File: src/rtl/touch_pkg.sv
// Shared definitions for the touch filter and the downstream touch detector.
// Holds the press FSM encoding, coordinate width and the default timing constants.
package touch_pkg;

    localparam int COORD_W                 = 12;
    localparam int DEFAULT_TOL             = 64;
    localparam int DEFAULT_RELEASE_TIMEOUT = 2500000;

    typedef enum logic [1:0] {
        IDLE    = 2'd0,
        ACQUIRE = 2'd1,
        PRESSED = 2'd2
    } touch_state_t;

endpackage

File: src/rtl/touch_filter_if.sv
// Raw sample stream from the panel controller and the conditioned coordinate stream.
// The panel/bench side uses master; the filter uses slave.
interface touch_filter_if;
    import touch_pkg::*;

    logic [COORD_W-1:0] raw_x;
    logic [COORD_W-1:0] raw_y;
    logic               raw_valid;
    logic [COORD_W-1:0] x_coord;
    logic [COORD_W-1:0] y_coord;
    logic               new_coord;
    logic               touching;

    modport master (
        output raw_x, raw_y, raw_valid,
        input  x_coord, y_coord, new_coord, touching
    );

    modport slave (
        input  raw_x, raw_y, raw_valid,
        output x_coord, y_coord, new_coord, touching
    );

endinterface

File: src/rtl/touch_axis_accum.sv
// One axis of the touch filter: anchor register, inclusive tolerance window and
// rounding accumulator. avg already includes the sample currently presented.
module touch_axis_accum
    import touch_pkg::*;
#(
    parameter int SAMPLES_LOG2 = 2,
    parameter int TOL          = DEFAULT_TOL
) (
    input  logic               clock,
    input  logic               reset,
    input  logic               load,
    input  logic               add,
    input  logic               clear,
    input  logic [COORD_W-1:0] sample,
    output logic               in_window,
    output logic [COORD_W-1:0] avg
);

    localparam int                 ACC_W = COORD_W + SAMPLES_LOG2 + 1;
    localparam logic [ACC_W-1:0]   HALF  = ACC_W'(1) << (SAMPLES_LOG2 - 1);
    localparam logic [COORD_W:0]   TOL_V = (COORD_W + 1)'(TOL);

    logic [COORD_W-1:0]        anchor;
    logic [ACC_W-1:0]          acc;
    logic signed [COORD_W:0]   diff;
    logic [COORD_W:0]          diff_mag;

    // The extra sign bit keeps the full 0..4095 swing representable in both directions.
    always_comb begin
        diff      = $signed({1'b0, sample}) - $signed({1'b0, anchor});
        diff_mag  = diff[COORD_W] ? unsigned'(-diff) : unsigned'(diff);
        in_window = (diff_mag <= TOL_V);
        avg       = COORD_W'((acc + ACC_W'(sample) + HALF) >> SAMPLES_LOG2);
    end

    always_ff @(posedge clock) begin
        if (!reset || clear) begin
            anchor <= '0;
            acc    <= '0;
        end else if (load) begin
            anchor <= sample;
            acc    <= ACC_W'(sample);
        end else if (add) begin
            acc <= acc + ACC_W'(sample);
        end
    end

endmodule

File: src/rtl/touch_filter.sv
// Touch-panel sample conditioner: windowed acquisition, rounded averaging, one event per press.
// Define TOUCH_FILTER_REPEAT_EN to re-pulse new_coord every REPEAT_DELAY cycles while held.
module touch_filter
    import touch_pkg::*;
#(
    parameter int SAMPLES_LOG2    = 2,
    parameter int TOL             = DEFAULT_TOL,
    parameter int RELEASE_TIMEOUT = DEFAULT_RELEASE_TIMEOUT
`ifdef TOUCH_FILTER_REPEAT_EN
    ,
    parameter int REPEAT_DELAY    = 25000000
`endif
) (
    input logic           clock,
    input logic           reset,
    touch_filter_if.slave bus
);

    localparam int                SAMPLES    = 1 << SAMPLES_LOG2;
    localparam int                CNT_W      = SAMPLES_LOG2 + 1;
    localparam int                TMR_W      = $clog2(RELEASE_TIMEOUT + 1);
    localparam logic [CNT_W-1:0]  LAST_COUNT = CNT_W'(SAMPLES - 1);
    localparam logic [TMR_W-1:0]  TMR_MAX    = TMR_W'(RELEASE_TIMEOUT);

    touch_state_t       state, next_state;
    logic [CNT_W-1:0]   count;
    logic [TMR_W-1:0]   timer;
    logic [COORD_W-1:0] x_avg, y_avg, x_coord, y_coord;
    logic               x_win, y_win, expired;
    logic               load, add, clear_acc, accept;
    logic               new_coord, rpt_fire;

    assign expired = (timer == TMR_MAX);

    touch_axis_accum #(.SAMPLES_LOG2(SAMPLES_LOG2), .TOL(TOL)) u_x_accum (
        .clock(clock), .reset(reset), .load(load), .add(add), .clear(clear_acc),
        .sample(bus.raw_x), .in_window(x_win), .avg(x_avg)
    );

    touch_axis_accum #(.SAMPLES_LOG2(SAMPLES_LOG2), .TOL(TOL)) u_y_accum (
        .clock(clock), .reset(reset), .load(load), .add(add), .clear(clear_acc),
        .sample(bus.raw_y), .in_window(y_win), .avg(y_avg)
    );

    // A sample arriving on the expiry cycle wins, so timeouts are only taken without raw_valid.
    always_comb begin
        next_state = state;
        load       = 1'b0;
        add        = 1'b0;
        clear_acc  = 1'b0;
        accept     = 1'b0;
        case (state)
            IDLE: begin
                if (bus.raw_valid) begin
                    load       = 1'b1;
                    next_state = ACQUIRE;
                end
            end
            ACQUIRE: begin
                if (bus.raw_valid) begin
                    if (x_win && y_win) begin
                        if (count == LAST_COUNT) begin
                            accept     = 1'b1;
                            next_state = PRESSED;
                        end else begin
                            add = 1'b1;
                        end
                    end else begin
                        load = 1'b1;
                    end
                end else if (expired) begin
                    clear_acc  = 1'b1;
                    next_state = IDLE;
                end
            end
            PRESSED: begin
                if (!bus.raw_valid && expired) begin
                    next_state = IDLE;
                end
            end
            default: next_state = IDLE;
        endcase
    end

    always_ff @(posedge clock) begin
        if (!reset) begin
            state     <= IDLE;
            count     <= '0;
            timer     <= '0;
            x_coord   <= '0;
            y_coord   <= '0;
            new_coord <= 1'b0;
        end else begin
            state     <= next_state;
            new_coord <= accept | rpt_fire;
            if (bus.raw_valid) begin
                timer <= '0;
            end else if (!expired) begin
                timer <= timer + 1'b1;
            end
            if (load) begin
                count <= CNT_W'(1);
            end else if (add) begin
                count <= count + 1'b1;
            end else if (clear_acc || accept) begin
                count <= '0;
            end
            if (accept) begin
                x_coord <= x_avg;
                y_coord <= y_avg;
            end
        end
    end

`ifdef TOUCH_FILTER_REPEAT_EN
    localparam int               RPT_W    = $clog2(REPEAT_DELAY);
    localparam logic [RPT_W-1:0] RPT_LAST = RPT_W'(REPEAT_DELAY - 1);

    logic [RPT_W-1:0] rpt_count;

    // Held at zero outside PRESSED so every press starts a fresh repeat period.
    assign rpt_fire = (state == PRESSED) && (next_state == PRESSED) && (rpt_count == RPT_LAST);

    always_ff @(posedge clock) begin
        if (!reset || state != PRESSED || rpt_fire) begin
            rpt_count <= '0;
        end else begin
            rpt_count <= rpt_count + 1'b1;
        end
    end
`else
    assign rpt_fire = 1'b0;
`endif

    assign bus.x_coord   = x_coord;
    assign bus.y_coord   = y_coord;
    assign bus.new_coord = new_coord;
    assign bus.touching  = (state == PRESSED);

endmodule

File: src/flat_wrapper.sv
// flat-port wrapper written by rule: the top's interface ports become plain ports
module touch_filter_flat import touch_pkg::*;
#(
    parameter int SAMPLES_LOG2    = 2,
    parameter int TOL             = DEFAULT_TOL,
    parameter int RELEASE_TIMEOUT = DEFAULT_RELEASE_TIMEOUT

)
  (clock, reset, bus_raw_x, bus_raw_y, bus_raw_valid, bus_x_coord, bus_y_coord, bus_new_coord, bus_touching);
  touch_filter_if bus_i ();
  input logic clock;
  input logic reset;
  input wire logic [$bits(bus_i.raw_x)-1:0] bus_raw_x;
  input wire logic [$bits(bus_i.raw_y)-1:0] bus_raw_y;
  input wire logic [$bits(bus_i.raw_valid)-1:0] bus_raw_valid;
  output wire logic [$bits(bus_i.x_coord)-1:0] bus_x_coord;
  output wire logic [$bits(bus_i.y_coord)-1:0] bus_y_coord;
  output wire logic [$bits(bus_i.new_coord)-1:0] bus_new_coord;
  output wire logic [$bits(bus_i.touching)-1:0] bus_touching;
  assign bus_i.raw_x = bus_raw_x;
  assign bus_i.raw_y = bus_raw_y;
  assign bus_i.raw_valid = bus_raw_valid;
  assign bus_x_coord = bus_i.x_coord;
  assign bus_y_coord = bus_i.y_coord;
  assign bus_new_coord = bus_i.new_coord;
  assign bus_touching = bus_i.touching;
  touch_filter #(.SAMPLES_LOG2(SAMPLES_LOG2), .TOL(TOL), .RELEASE_TIMEOUT(RELEASE_TIMEOUT)) u_core (.clock(clock), .reset(reset), .bus(bus_i));
endmodule
File: config.mk
export PLATFORM = sky130hd
export DESIGN_NAME = touch_filter_flat
export DESIGN_NICKNAME = d
export VERILOG_FILES = /design/src/rtl/touch_pkg.sv /design/src/rtl/touch_filter_if.sv /design/src/rtl/touch_axis_accum.sv /design/src/rtl/touch_filter.sv /design/src/flat_wrapper.sv
export SDC_FILE = /design/constraint.sdc
export NUM_CORES = 1
export LEC_CHECK = 0
export ABC_AREA = 1
export ABC_CLOCK_PERIOD_IN_PS = 6310
export BUFFER_PORTS_ARGS = -buffer_cell sky130_fd_sc_hd__buf_2
export CORE_MARGIN = 3
export CORE_UTILIZATION = 33
export CTS_CLUSTER_SIZE = 10
export DETAILED_ROUTE_END_ITERATION = 10
export GPL_ROUTABILITY_DRIVEN = 0
export PLACE_DENSITY_LB_ADDON = 0.12
export SYNTH_ARGS = -nofsm -noshare
export SYNTH_HDL_FRONTEND = slang
export SYNTH_SLANG_ARGS = --single-unit
export TNS_END_PERCENT = 50
File: constraint.sdc
create_clock -name clock -period 6.31 [get_ports clock]
set_clock_uncertainty 0.2 [all_clocks]
set_input_delay 0.631 -clock clock [delete_from_list [all_inputs] [get_ports clock]]
set_output_delay 0.631 -clock clock [all_outputs]
set_load 0.05 [all_outputs]
# Word-level counts from Yosys, hierarchy flattened
# Cells that the tools add are included.
[word_totals] register_bits=106 elab_cells=80 out_inout_bits=26
[op_classes] order_cmp=2 n_eq_ne=9 mux=31 add_sub_neg=10 n_reduce_logical=14 bitwise_logic=1
[ops] op="$mux W12" n=4
[ops] op="$add A15 B12 Y15" n=2
[ops] op="$add A14 B2 Y14 const B" n=2
[ops] op="$le A13 B7 Y1 const B" n=2
[ops] op="$mux W13" n=2
[ops] op="$neg A13 Y13" n=2
[ops] op="$sub A12 B12 Y13" n=2
[ops] op="$add A22 B1 Y22 const B" n=1
[ops] op="$eq A22 B22 Y1 const B" n=1
[ops] op="$mux W1" n=15
[ops] op="$mux W2" n=6
[ops] op="$ne A3 B2 Y1 const B" n=3
[ops] op="$mux W3" n=2
[ops] op="$pmux W2 S3" n=1
[ops] op="$reduce_or A2 Y1" n=3
[ops] op="$reduce_and A5 Y1" n=1
[ops] op="$reduce_bool A2 Y1" n=2
[ops] op="$add A3 B1 Y3 const B" n=1
[ops] op="$eq A3 B2 Y1 const B" n=1
[ops] op="$reduce_bool A3 Y1" n=1
[ops] op="$eq A2 B1 Y1 const B" n=1
[ops] op="$eq A2 B2 Y1 const B" n=1
[ops] op="$logic_and A1 B1 Y1" n=2
[ops] op="$logic_not A1 Y1" n=2
[ops] op="other kinds (6)" n=7

# Longest topological paths before layout
# Gate-level depths: netlist of the first run.
[depth] ltp_word=12 ltp_mapped=27 ltp_nobuf=26

# Modules after synthesis
# A second synthesis of the first run with hierarchy kept.
[unflattened] hier_cells=1305 area_unflattened_um2=8240.4
[by_module_without_submodules] mod="touch_axis_accum at u_core.u_y_accum" seq_area_each_um2=520.5 cells_each=509 n_inst=1 area_each_um2=3061.7
[by_module_without_submodules] mod="touch_axis_accum at u_core.u_x_accum" seq_area_each_um2=520.5 cells_each=457 n_inst=1 area_each_um2=2765.2
[by_module_without_submodules] mod="touch_filter" seq_area_each_um2=1041.0 cells_each=339 n_inst=1 area_each_um2=2413.6

# Worst setup path after synthesis of the first run
# Ideal clock, no wire load.
[synth_path] path_type="input -> register" start="in bus_raw_x[0]" end="reg u_core.u_y_accum.acc[0]" cell_stages=25 path_slack_ns=2.836 arrival_ns=3.164 path_buffers=1 cell_sequence="inv_1 > ha_1 > inv_1 > fa_1 > nand2_1 > nand3_2 > nor2_2 > nand3_1 > nor2_1 > nand3_1 > nor2_2 > nand2_2 > nand2_1 > nand2_1 > a21oi_1 > nand2_1 > nor2_2 > nand3_2 > nand2_1 > nand2_4 > buf_6 > nand2_1 > nand3_1 > nand2_1 > inv_1"
[synth_between] elab_chain_cells=9
[synth_rtl] element="start, declared" line_no="flat_wrapper.sv:13" text="input wire logic [$bits(bus_i.raw_x)-1:0] bus_raw_x;"
[synth_rtl] element="$sub A12 B12 Y13 (*)" line_no="touch_axis_accum.sv:30" text="diff = $signed({1'b0, sample}) - $signed({1'b0, anchor});"
[synth_rtl] element="$neg A13 Y13" line_no="touch_axis_accum.sv:31" text="diff_mag = diff[COORD_W] ? unsigned'(-diff) : unsigned'(diff);"
[synth_rtl] element="$mux W13 (*)" line_no="touch_axis_accum.sv:31"
[synth_rtl] element="$le A13 B7 Y1 (*)" line_no="touch_axis_accum.sv:32" text="in_window = (diff_mag <= TOL_V);"
[synth_rtl] element="$logic_and A1 B1 Y1 (*)" line_no="touch_filter.sv:61" text="if (x_win && y_win) begin"
[synth_rtl] element="$mux W1" line_no="touch_filter.sv:61"
[synth_rtl] element="$mux W1" line_no="touch_filter.sv:60" text="if (bus.raw_valid) begin"
[synth_rtl] element="$pmux W1 S2 / $mux W1 (equally long branches)" line_no="touch_filter.sv:52" text="case (state)"
[synth_rtl] element="$mux W12 / $reduce_bool A2 Y1 (equally long branches)"
[synth_rtl] element="end signal, assigned" line_no="touch_axis_accum.sv:42" text="acc <= ACC_W'(sample);"
[synth_rtl] element="end signal, assigned" line_no="touch_axis_accum.sv:44" text="acc <= acc + ACC_W'(sample);"
[synth_rtl] element="end, declared" line_no="touch_axis_accum.sv:24" text="logic [ACC_W-1:0] acc;"
# Mark *: on every way between the ends. The rest lies on a longest branch, timed or not.
# A chain may end at the register's enable or synchronous reset.

# Worst setup path after layout of the first run
[layout_path] start="in bus_raw_x[0]" end="reg u_core.u_y_accum.acc[2]"
# The elaborated chain is that of the path after synthesis.

==> run metrics, run 1 <==
status completed; drt pass-1 iters 5; Longest Clk Path Bufs 2; LEAKAGE 4.32 nW; vias in the first global route 7,656; critical path required time ~6.4 ns; most frequent cells in the layout 308 x nand2_1, 208 x inv_1, 158 x nand3_1; Slew @ Worst Pin 0.910 ns; Post-synth top flop dfxtp_1; Worst Setup Start Kind primary input; clock-pin slew on the worst setup and hold paths 0.07 ns; Die X roughly 160 microns; GRT Total Usage between 15 and 20%; largest net degree at the start of global routing 36; most area-hungry cell type in the Yosys netlist dfxtp_1; Critical R2R Capture u_core.u_y_accum.acc[2]; CP top delay family simple AND/OR/NAND/NOR gates; ys async rst share 0%; DR top layer met4; Seq/Total Area, Yosys 25.4%; Boundary Pins 53; post-DR wirelength/cell 13.4 microns; Yosys reg bits roughly 100; Crit Path Class primary input to flip-flop; hold_buf cts 0; die height between 150 and 200 microns; post-synthesis cell count 1,292; setup slack, reg-to-reg 2.05 ns; dpl ws 1.61 ns; final setup fails 0; initial antenna violation count 0; Die ar. approximately 0.027 sq mm; cts repair resizes 0; Nets ~1.4k; Worst path slowest cell nand4_2; Via density 4.82; Post-synth EDFFs 0; layout cells sized above 1 8.92%; root buffer cell clkbuf_16; Synth area leaders dfxtp_1 25%, nand2_1 14%, nand3_1 9.6%; XOR/XNOR Fraction of Synth Area 5.13%; Met1 Routed Length between 10 and 15 mm; Crit. path cell count 21; max cap viols 0; Critical path buffers and inverters 4; CP Capture Type flip-flop; Yosys cell types 44; DR iter-0 viols 479; Worst Setup Slack, final 1.97 ns; final period utilization 68.8%; Synth Cell Area 0.00820 sq mm; syn nets 1,377; total CTS buffers 9; R2R depth 19; Crit path arrival time 4.39 ns; capture point of the critical path u_core.u_y_accum.acc[2]; area of the core 0.0244 sq mm; worst setup path start bus_raw_x[0]; PD cells 210 mW/mm^2; Mean Syn Cell Area 6.35 sq um; CP max stage delay 0.57 ns; Cell Rows between 50 and 60; setup repair bufs after CTS 0; Synth Area in Compound Gates 12.6%; Core Util, Final a little under two fifths; main combinational cell family by area after synthesis simple AND/OR/NAND/NOR gates; global-route wire length before repair between 30 and 40 mm; CP cell instances buf_2 -> inv_1 -> ha_1 -> inv_1 -> fa_1 -> nand3_1 -> nand2_2 -> nand2_1 -> nand2_2 -> a21oi_4 -> nand2_1 -> nand2_1 -> nand3_1 -> nor2_1 -> a21oi_2 -> nor2_2 -> nand4_2 -> inv_2 -> nor2_2 -> nor2_1 -> nor2_1; max frequency 230 MHz; Slew Viols, Final 0; post-synthesis adder-cell area fraction 9.22%; H-tree depth 3; DRC viols 0; commonest non-fill, non-tap cell in the layout nand2_1; mux cell area share after synthesis 0%; Max transition margin 39.2%; area grow syn2layout 9.51%; drt total wl 22.2 mm; CP max FO 24; TritonCTS clock tree yes; met2 wire len around 11 mm; Post-Route Setup TNS 0 ns; unrepaired setup endpoints after global routing false; total number of vias 7,992; Sink Count around 100; Simple-Gate Fraction of Synth Area 35.1%; Clock Latency Late Sink 0.35 ns; worst r2r src u_core.u_x_accum.anchor[0]; peak supply drop ~0.10 mV; Synth Warn # 0; Initial Util between 30% and 40%; total grt overflow 0; hpwl dp 17.9 mm; FILL cells 2,774; Tightest Hold Check Type flip-flop to flip-flop; fin crit period 4.34 ns; share of the synthesized area in the top cell type 25.4%; Fin. Hold Viols 0; port bufs 52; Antenna Cells 0; Detail Route Antenna Nets 0; met3 wire length between 500 and 600 microns
where the power goes:
group / internal, mW / switching (mW) / total, mW
Sequential: 0.681 / 0.0121 / 0.693
Combinational: 0.207 / 0.423 / 0.630
Clock: 0.316 / 0.245 / 0.562
Total: 1.20 / 0.680 / 1.88
through the flow:
stage	area, sq um	hold slack (ns)	power, mW	cells
2_1_floorplan	8200	0.245	1.20	1292
3_3_place_gp	8690	0.235	1.34	1643
3_5_place_dp	8690	0.235	1.34	1643
4_1_cts	8980	0.248	1.91	1658
5_1_grt	8980	0.266	2.03	1658
6_report	8980	0.246	1.88	1658
layout make-up:
cell class | count | area, sq um | share of cell area, %
multi-input cells | 942 | 5090 | 56.7
inverters | 216 | 811 | 9.03
well taps | 324 | 405 | 4.52
clock buffers | 12 | 246 | 2.75
clock inverters | 3 | 42.5 | 0.474
flip-flops and latches | 104 | 2080 | 23.2
repair buffers | 57 | 298 | 3.32
routing by layer:
metal / track usage (%) / vias up
met1: 22.0 / 3612
met3: 2.54 / 18
li1: - / 4268
met2: 29.6 / 94
met4: 3.27 / 0
met5: 0 / -
registers in the layout, summed over array words and instances (netlist names):
| register | flops |
|---|---|
| u_core.u_x_accum.acc | 14 |
| u_core.u_y_accum.acc | 14 |
| u_core.state | 2 |
| u_core.bus.x_coord | 12 |
| u_core.u_y_accum.anchor | 12 |
| u_core.count | 3 |
| u_core.bus.y_coord | 12 |
| u_core.bus.new_coord | 1 |
| u_core.u_x_accum.anchor | 12 |
| u_core.timer | 22 |
tightest hold or removal path: cells and delay by family (launching register included):
family / cells / cell delay (ns)
AOI/OAI and AO/OA: 1 / 0.05
buffers and inverters: 1 / 0.05
DFF: 1 / 0.30
cell families after synthesis:
kind of cell / count (synthesis)
AND/OR/NAND/NOR: 653
buffers and inverters: 246
flip-flops: 104
AO/OA/AOI/OAI: 183
adder cells (fa/ha/maj): 58
XOR/XNOR: 48
synthesized netlist by cell type (all sizes together), types with 2 or more instances:
master,number
clkbuf,8
o21ai,53
ha,54
xor2,44
nor3,22
or2,5
nor4,10
o211ai,2
o2111ai,2
fa,4
dfxtp,104
buf,22
inv,216
o21a,3
o22ai,13
nor2,111
o21bai,8
xnor2,4
nand3,162
a21oi,93
nand2,319
nand4,17
a31oi,4
nand3b,3
a21o,2
worst min-delay path by stage:
stage                              from                        to  cells past startpoint
4_1_cts           u_core.bus.y_coord[3]     u_core.bus.y_coord[3]                      2
3_3_place_gp      u_core.bus.x_coord[6]     u_core.bus.x_coord[6]                      2
2_1_floorplan  u_core.u_y_accum.acc[12]  u_core.u_y_accum.acc[12]                      2
6_report          u_core.bus.y_coord[3]     u_core.bus.y_coord[3]                      2
5_1_grt           u_core.bus.y_coord[2]     u_core.bus.y_coord[2]                      2
3_5_place_dp      u_core.bus.x_coord[4]     u_core.bus.x_coord[4]                      2
Note: power is estimated with default switching activity, not from simulation.
==> run 2: changes to the inputs <==
--- a/config.mk
+++ b/config.mk
@@ -6,7 +6,7 @@
 export NUM_CORES = 1
 export LEC_CHECK = 0
 export ABC_AREA = 1
-export ABC_CLOCK_PERIOD_IN_PS = 6310
+export ABC_CLOCK_PERIOD_IN_PS = 4300
 export BUFFER_PORTS_ARGS = -buffer_cell sky130_fd_sc_hd__buf_2
 export CORE_MARGIN = 3
 export CORE_UTILIZATION = 33
==> constraint.sdc (replaced) <==
create_clock -name clock -period 4.3 [get_ports clock]
set_clock_uncertainty 0.2 [all_clocks]
set_input_delay 0.43 -clock clock [delete_from_list [all_inputs] [get_ports clock]]
set_output_delay 0.43 -clock clock [all_outputs]
set_load 0.05 [all_outputs]
==> run 2 against run 1 <==
Total power up 47%. First-iteration DRC count up 0.63%. Via count down 0.29%. Hold slack worse by 0.051 ns. Design area up 0.70%. Non-clock buffer count up 7. Largest power group unchanged.
==> run metrics, run 2 (synthesized netlist as in run 1, its figures left out) <==
area post-placement 0.00875 sq mm (was 0.00869 sq mm); top flop regs u_core.timer x22, u_core.u_x_accum.acc x14, u_core.u_y_accum.acc x14 (unchanged); Worst Setup Slack, final 0.436 ns (was 1.97 ns); worst hold path cell count 3 (was 2); PD cells 306 mW/mm^2 (was 210 mW/mm^2); commonest non-fill, non-tap cell in the layout nand2_1 (unchanged); Post-Route Setup TNS 0 ns (unchanged); Boundary Pins 53 (unchanged); setup repair bufs after CTS 0 (unchanged); final period utilization 89.9%; worst r2r src u_core.u_x_accum.anchor[0] (unchanged); DRC viols 0 (unchanged); initial antenna violation count 0 (unchanged); HP Start bus_raw_y[7] (was u_core.bus.y_coord[3]); Critical path buffers and inverters 3 (was 4); CP max stage delay 0.44 ns (was 0.57 ns); Crit Path Class flip-flop to flip-flop (was primary input to flip-flop); vias in the first global route 7,704 (was 7,656); H-tree depth 3 (unchanged); Critical R2R Capture u_core.u_x_accum.acc[11] (was u_core.u_y_accum.acc[2]); Clock Latency Late Sink 0.36 ns (was 0.35 ns); fin crit period 3.86 ns; total number of vias 7,969 (was 7,992); port bufs 52 (unchanged); Worst path slowest cell fa_1 (was nand4_2); CP Capture Type flip-flop (unchanged); Nets 1,422 (was 1,415); root buffer cell clkbuf_16 (unchanged); dpl ws 0.200 ns (was 1.61 ns); hold_buf cts 0 (unchanged); peak supply drop 0.172 mV (was 0.103 mV); Die ar. 0.0268 sq mm (unchanged); Largest Register u_core.timer (unchanged); Via density 4.79 (was 4.82); area of the core 0.0244 sq mm (unchanged); most frequent cells in the layout 308 x nand2_1, 208 x inv_1, 158 x nand3_1 (unchanged); FILL cells 2,717 (was 2,774); worst setup path start u_core.u_x_accum.anchor[0] (was bus_raw_x[0]); DR top layer met4 (unchanged); Detail Route Antenna Nets 0 (unchanged); Slew Viols, Final 0 (unchanged); Met1 Routed Length 10.9 mm (was 10.8 mm); CP top delay family simple AND/OR/NAND/NOR gates (unchanged); hpwl dp 18.0 mm (was 17.9 mm); CP max FO 19 (was 24); Max transition margin 59.5% (was 39.2%); max frequency about 260 MHz; Antenna Cells 0 (unchanged); area grow syn2layout 10.3% (was 9.51%); Worst Setup Start Kind flip-flop (was primary input); cts repair resizes 0 (unchanged); Cell Rows 57 (unchanged); DR iter-0 viols 482 (was 479); unrepaired setup endpoints after global routing false (unchanged); hold path endpoint u_core.u_y_accum.anchor[7] (was u_core.bus.y_coord[3]); setup slack, reg-to-reg 0.44 ns (was 2.05 ns); clock-pin slew on the worst setup and hold paths 0.08 ns (was 0.07 ns); largest net degree at the start of global routing 36 (unchanged); drt pass-1 iters 5 (unchanged); total grt overflow 0 (unchanged); CP dominant cell by count nand2_1; die height 164 microns (unchanged); final instance area 0.00904 sq mm (was 0.00898 sq mm); total CTS buffers 9 (unchanged); Longest Clk Path Bufs 2 (unchanged); met2 wire len 10.2 mm (was 10.6 mm); Crit path arrival time 3.97 ns (was 4.39 ns); Slew @ Worst Pin 0.606 ns (was 0.910 ns); met3 wire length 651 microns (was 570 microns); max reg flops 22 (unchanged); Fin. Hold Viols 0 (unchanged); Sink Count 104 (unchanged); Die X 164 microns (unchanged); Initial Util 33.6% (unchanged); global-route wire length before repair 37.1 mm (about the same); drt total wl 22.3 mm (was 22.2 mm); R2R depth 20 (was 19); Core Util, Final 37.1% (was 36.8%); critical path required time 4.40 ns (was 6.35 ns); layout cells sized above 1 9.47% (was 8.92%); TritonCTS clock tree yes (unchanged); Tightest Hold Check Type primary input to flip-flop (was flip-flop to flip-flop); CP cell instances ha_1 -> inv_1 -> fa_1 -> nand3_1 -> nand2_2 -> nand2_1 -> nand2_2 -> a21oi_4 -> nand2_1 -> nand2_1 -> nand3_1 -> nor2_1 -> a21oi_2 -> nor2_2 -> nand4_2 -> buf_4 -> or2_2 -> nand3_1 -> nand2_1 -> inv_1 (was buf_2 -> inv_1 -> ha_1 -> inv_1 -> fa_1 -> nand3_1 -> nand2_2 -> nand2_1 -> nand2_2 -> a21oi_4 -> nand2_1 -> nand2_1 -> nand3_1 -> nor2_1 -> a21oi_2 -> nor2_2 -> nand4_2 -> inv_2 -> nor2_2 -> nor2_1 -> nor2_1); LEAKAGE 4.36 nW (was 4.32 nW); post-DR wirelength/cell 13.4 microns (about the same); final setup fails 0 (unchanged); GRT Total Usage 16.9% (about the same); status completed (unchanged); max cap viols 0 (unchanged)
run 2: layer usage:
layer	GRT usage [%]	vias to the layer above
met5	0	-
met4	4.88	0
met3	2.54	32
met2	28.6	115
met1	22.2	3549
li1	-	4273
run 2: area by class of cell:
| cell class | count | area, sq um | share of cell area [%] |
|---|---|---|---|
| Multi-Input combinational cell | 942 | 5090 | 56.3 |
| Sequential cell | 104 | 2080 | 23.0 |
| Clock inverter | 5 | 57.6 | 0.637 |
| Clock buffer | 10 | 229 | 2.53 |
| Tap cell | 324 | 405 | 4.48 |
| Inverter | 216 | 811 | 8.97 |
| Timing Repair Buffer | 64 | 363 | 4.01 |
run 2: worst reg2reg max path, stage by stage, from the launching register on:
cell	delay [ns]
dfxtp_1	0.38
ha_1	0.16
inv_1	0.07
fa_1	0.44
nand3_1	0.15
nand2_2	0.07
nand2_1	0.08
nand2_2	0.09
a21oi_4	0.38
nand2_1	0.16
nand2_1	0.11
nand3_1	0.07
nor2_1	0.12
a21oi_2	0.08
nor2_2	0.18
nand4_2	0.26
buf_4	0.31
or2_2	0.30
nand3_1	0.08
nand2_1	0.05
inv_1	0.06
run 2: per-stage QoR:
step | hold slack [ns] | cells | total power [mW]
detailed placement | 0.236 | 1650 | 1.96
floorplan | 0.245 | 1292 | 1.76
global route | 0.197 | 1665 | 2.98
CTS | 0.180 | 1665 | 2.81
global placement | 0.231 | 1650 | 1.97
finish | 0.196 | 1665 | 2.77
run 2: power breakdown:
group / internal (mW) / switching (mW)
sequential: 0.999 / 0.0185
clock: 0.450 / 0.372
combinational: 0.308 / 0.619
run 2: worst max-delay path by stage:
stage               slack, ns                  endpoint  depth (start not counted)
finish                   0.44  u_core.u_x_accum.acc[11]                         20
global placement         0.28  u_core.u_x_accum.acc[11]                         24
floorplan                1.03   u_core.u_y_accum.acc[0]                         25
global route             0.18  u_core.u_x_accum.acc[11]                         22
CTS                      0.43  u_core.u_x_accum.acc[11]                         20
detailed placement       0.20  u_core.u_x_accum.acc[11]                         22
==> run 3: changes to the inputs <==
--- a/config.mk
+++ b/config.mk
@@ -5,7 +5,6 @@
 export SDC_FILE = /design/constraint.sdc
 export NUM_CORES = 1
 export LEC_CHECK = 0
-export ABC_AREA = 1
 export ABC_CLOCK_PERIOD_IN_PS = 4300
 export BUFFER_PORTS_ARGS = -buffer_cell sky130_fd_sc_hd__buf_2
 export CORE_MARGIN = 3
==> run 3 against run 2 <==
Via count decreased by 8.4%. Largest cell class unchanged. Utilization up 6.0 points. Highest routed layer unchanged. Critical endpoint is now u_core.bus.y_coord[3]. Fmax shrank 8.3%.
==> run metrics, run 3 <==
status completed (unchanged); unrepaired setup endpoints after global routing true (was false); global-route wire length before repair 36.0 mm (was 37.1 mm); Max transition margin 47.5% (was 59.5%); P_int 1.88 mW (was 1.76 mW); CP Capture Type flip-flop (unchanged); Worst Setup Start Kind flip-flop (unchanged); XOR/XNOR Fraction of Synth Area 7.66% (was 5.13%); Seq/Total Area, Yosys 26.4% (was 25.4%); die height 161 microns (was 164 microns); Simple-Gate Fraction of Synth Area 21.4% (was 35.1%); Worst Setup Slack, final 0.0856 ns (was 0.436 ns); most frequent cells in the layout 105 x buf_4, 103 x dfxtp_1, 98 x nand2_1 (was 308 x nand2_1, 208 x inv_1, 158 x nand3_1); area grow syn2layout 25.8% (was 10.3%); initial antenna violation count 0 (unchanged); mux cell area share after synthesis 4.66% (was 0%); Die X 161 microns (was 164 microns); post-synthesis cell count 964 (was 1,292); Boundary Pins 53 (unchanged); Cell Rows 55 (was 57); TritonCTS clock tree yes (unchanged); peak supply drop 0.191 mV (was 0.172 mV); Yosys reg bits 104 (unchanged); Largest Register u_core.timer (unchanged); layout cells sized above 1 23.4% (was 9.47%); post-DR wirelength/cell 15.5 microns (was 13.4 microns); count leader, synth dfxtp_1 (was nand2_1); Synth Area in Compound Gates 24.9% (was 12.6%); Synth Cell Area 0.00789 sq mm (was 0.00820 sq mm); Clock power frac 29.4% (was 29.7%); Sink Count 104 (unchanged); area of the core 0.0231 sq mm (was 0.0244 sq mm); Longest Clk Path Bufs 2 (unchanged); Mean Syn Cell Area 8.19 sq um (was 6.35 sq um); post-synthesis adder-cell area fraction 9.57% (was 9.22%); Clock Latency Late Sink 0.36 ns (about the same); DR iter-0 viols 324 (was 482); most area-hungry cell type in the Yosys netlist dfxtp_1 (unchanged); Fin. Hold Viols 0 (unchanged); Antenna Cells 0 (unchanged); Slew @ Worst Pin 0.784 ns (was 0.606 ns); drt pass-1 iters 5 (unchanged); Slew Viols, Final 0 (unchanged); top flop regs u_core.timer x22, u_core.u_x_accum.acc x14, u_core.u_y_accum.acc x14 (unchanged); Tightest Hold Check Type primary input to flip-flop (unchanged); root buffer cell clkbuf_16 (unchanged); total number of vias 7,297 (was 7,969); part of the power in registers 35.0% (was 36.8%); area post-placement 0.00920 sq mm (was 0.00875 sq mm); Power Total 2.90 mW (was 2.77 mW); Via density 5.10 (was 4.79); commonest non-fill, non-tap cell in the layout buf_4 (was nand2_1); vias in the first global route 6,990 (was 7,704); port bufs 52 (unchanged); Crit path arrival time 4.26 ns (was 3.97 ns); total CTS buffers 9 (unchanged); H-tree depth 3 (unchanged); switching power 1.02 mW (was 1.01 mW); final period utilization 98.0% (was 89.9%); dpl ws -0.346 ns (was 0.200 ns); switching portion of total power 35.1% (was 36.5%); Post-synth EDFFs 0 (unchanged); Synth area leaders dfxtp_1 26%, ha_1 8.6%, nand2_1 4.7% (was dfxtp_1 25%, nand2_1 14%, nand3_1 9.6%); syn nets 1,049 (was 1,377); LEAKAGE 4.24 nW (was 4.36 nW); Initial Util 34.2% (was 33.6%); hpwl dp 16.5 mm (was 18.0 mm); largest net degree at the start of global routing 47 (was 36); drt total wl 22.2 mm (was 22.3 mm); Combinational Power Share 35.6% (was 33.5%); Crit Path Class flip-flop to flip-flop (unchanged); Detail Route Antenna Nets 0 (unchanged); Die ar. 0.0258 sq mm (was 0.0268 sq mm); final setup fails 0 (unchanged); share of the synthesized area in the top cell type 26.4% (was 25.4%); max reg flops 22 (unchanged); final instance area 0.00993 sq mm (was 0.00904 sq mm); ys async rst share 0% (unchanged); clock-pin slew on the worst setup and hold paths 0.08 ns (about the same); DRC viols 0 (unchanged); Synth Warn # 0 (unchanged); main combinational cell family by area after synthesis compound AO/OA/AOI/OAI gates (was simple AND/OR/NAND/NOR gates); GRT Total Usage 16.8% (was 16.9%); Post-synth top flop dfxtp_1 (unchanged); max frequency 237 MHz (was 259 MHz); fin crit period 4.21 ns (was 3.86 ns); CP max FO 6 (was 19); max cap viols 0 (unchanged); total grt overflow 0 (unchanged); Nets 1,198 (was 1,422); critical path required time 4.35 ns (was 4.40 ns); Yosys cell types 89 (was 44); PD cells 292 mW/mm^2 (was 306 mW/mm^2); top cells by count, synth 104 x dfxtp_1, 98 x nand2_1, 80 x nor2_1, 57 x inv_1, 54 x ha_1 (was 308 x nand2_1, 208 x inv_1, 158 x nand3_1, 104 x dfxtp_1, 100 x nor2_1)
[run 3: timing repair]
item | 4_1_cts | 5_1_grt
hold buffers | 0 | 0
gates resized for setup | 6 | 62
gates cloned | 2 | 4
buffers inserted | 0 | 8
endpoints found under the setup margin | 49 | 81
pin swaps | 2 | 20
[run 3: power by group through the flow]
stage / clock network (mW) / registers [mW] / logic (mW)
final: 0.854 / 1.01 / 1.03
after global routing: 0.917 / 1.02 / 1.14
after CTS: 0.881 / 1.01 / 0.977
after detailed placement: 0 / 1.03 / 0.956
after global placement: 0 / 1.03 / 0.959
after floorplan: 0 / 1.03 / 0.630
[run 3: logic make-up after synthesis]
family,after synthesis
XOR/XNOR,69
adder cells (fa/ha/maj),58
AND/OR/NAND/NOR,339
multiplexers,36
flip-flops,104
AO/OA/AOI/OAI,263
buffers and inverters,95
[run 3: layout make-up]
| type | count | area [sq um] |
|---|---|---|
| Fill cell | 2379 | 13100 |
| Multi-Input combinational cell | 769 | 5690 |
| Sequential cell | 104 | 2080 |
| Timing Repair Buffer | 171 | 1250 |
| Tap cell | 313 | 392 |
| Clock buffer | 9 | 225 |
| Inverter | 58 | 218 |
| Clock inverter | 7 | 72.6 |
[run 3: through the flow]
| stage | util [%] | hold slack (ns) | cells | TNS, ns |
|---|---|---|---|---|
| after detailed placement | 39.9 | 0.252 | 1401 | -19.43 |
| final | 43.1 | 0.163 | 1431 | 0 |
| after global routing | 43.1 | 0.165 | 1431 | -4.92 |
| after global placement | 39.9 | 0.246 | 1401 | -17.56 |
| after floorplan | - | 0.237 | 964 | 0 |
| after CTS | 41.4 | 0.150 | 1419 | -0.678 |
[run 3: critical path, stage by stage (launching register included)]
cell	delay [ns]
dfxtp_2	0.37
ha_4	0.14
inv_2	0.04
fa_2	0.40
a211oi_2	0.27
buf_4	0.16
o21ai_1	0.13
a21o_1	0.24
xnor2_2	0.14
a21o_1	0.17
a2111oi_2	0.35
nor2_1	0.11
or4_4	0.57
nor2_4	0.15
buf_12	0.14
nand3_2	0.15
mux2_1	0.37
[run 3: per-layer routing]
metal | wire [microns] | share of wire (%) | GRT usage, % | vias up
met2 | 10400 | 47 | 28.0 | 81
met5 | 0 | 0 | 0 | -
met3 | 602 | 2.7 | 2.94 | 13
met1 | 11000 | 50 | 23.2 | 3388
met4 | 204 | 0.92 | 2.80 | 0
li1 | - | - | - | 3815
[run 3: worst paths after layout]
kind | cells after the start | startpoint | slack (ns) | end
hold reg to reg | 2 | u_core.bus.x_coord[7] | 0.26 | u_core.bus.x_coord[7]
setup / recovery | 16 | u_core.u_x_accum.anchor[0] | 0.09 | u_core.bus.y_coord[3]
hold / removal | 3 | bus_raw_x[7] | 0.16 | u_core.u_x_accum.anchor[7]
setup reg to reg | 16 | u_core.u_x_accum.anchor[0] | 0.09 | u_core.bus.y_coord[3]
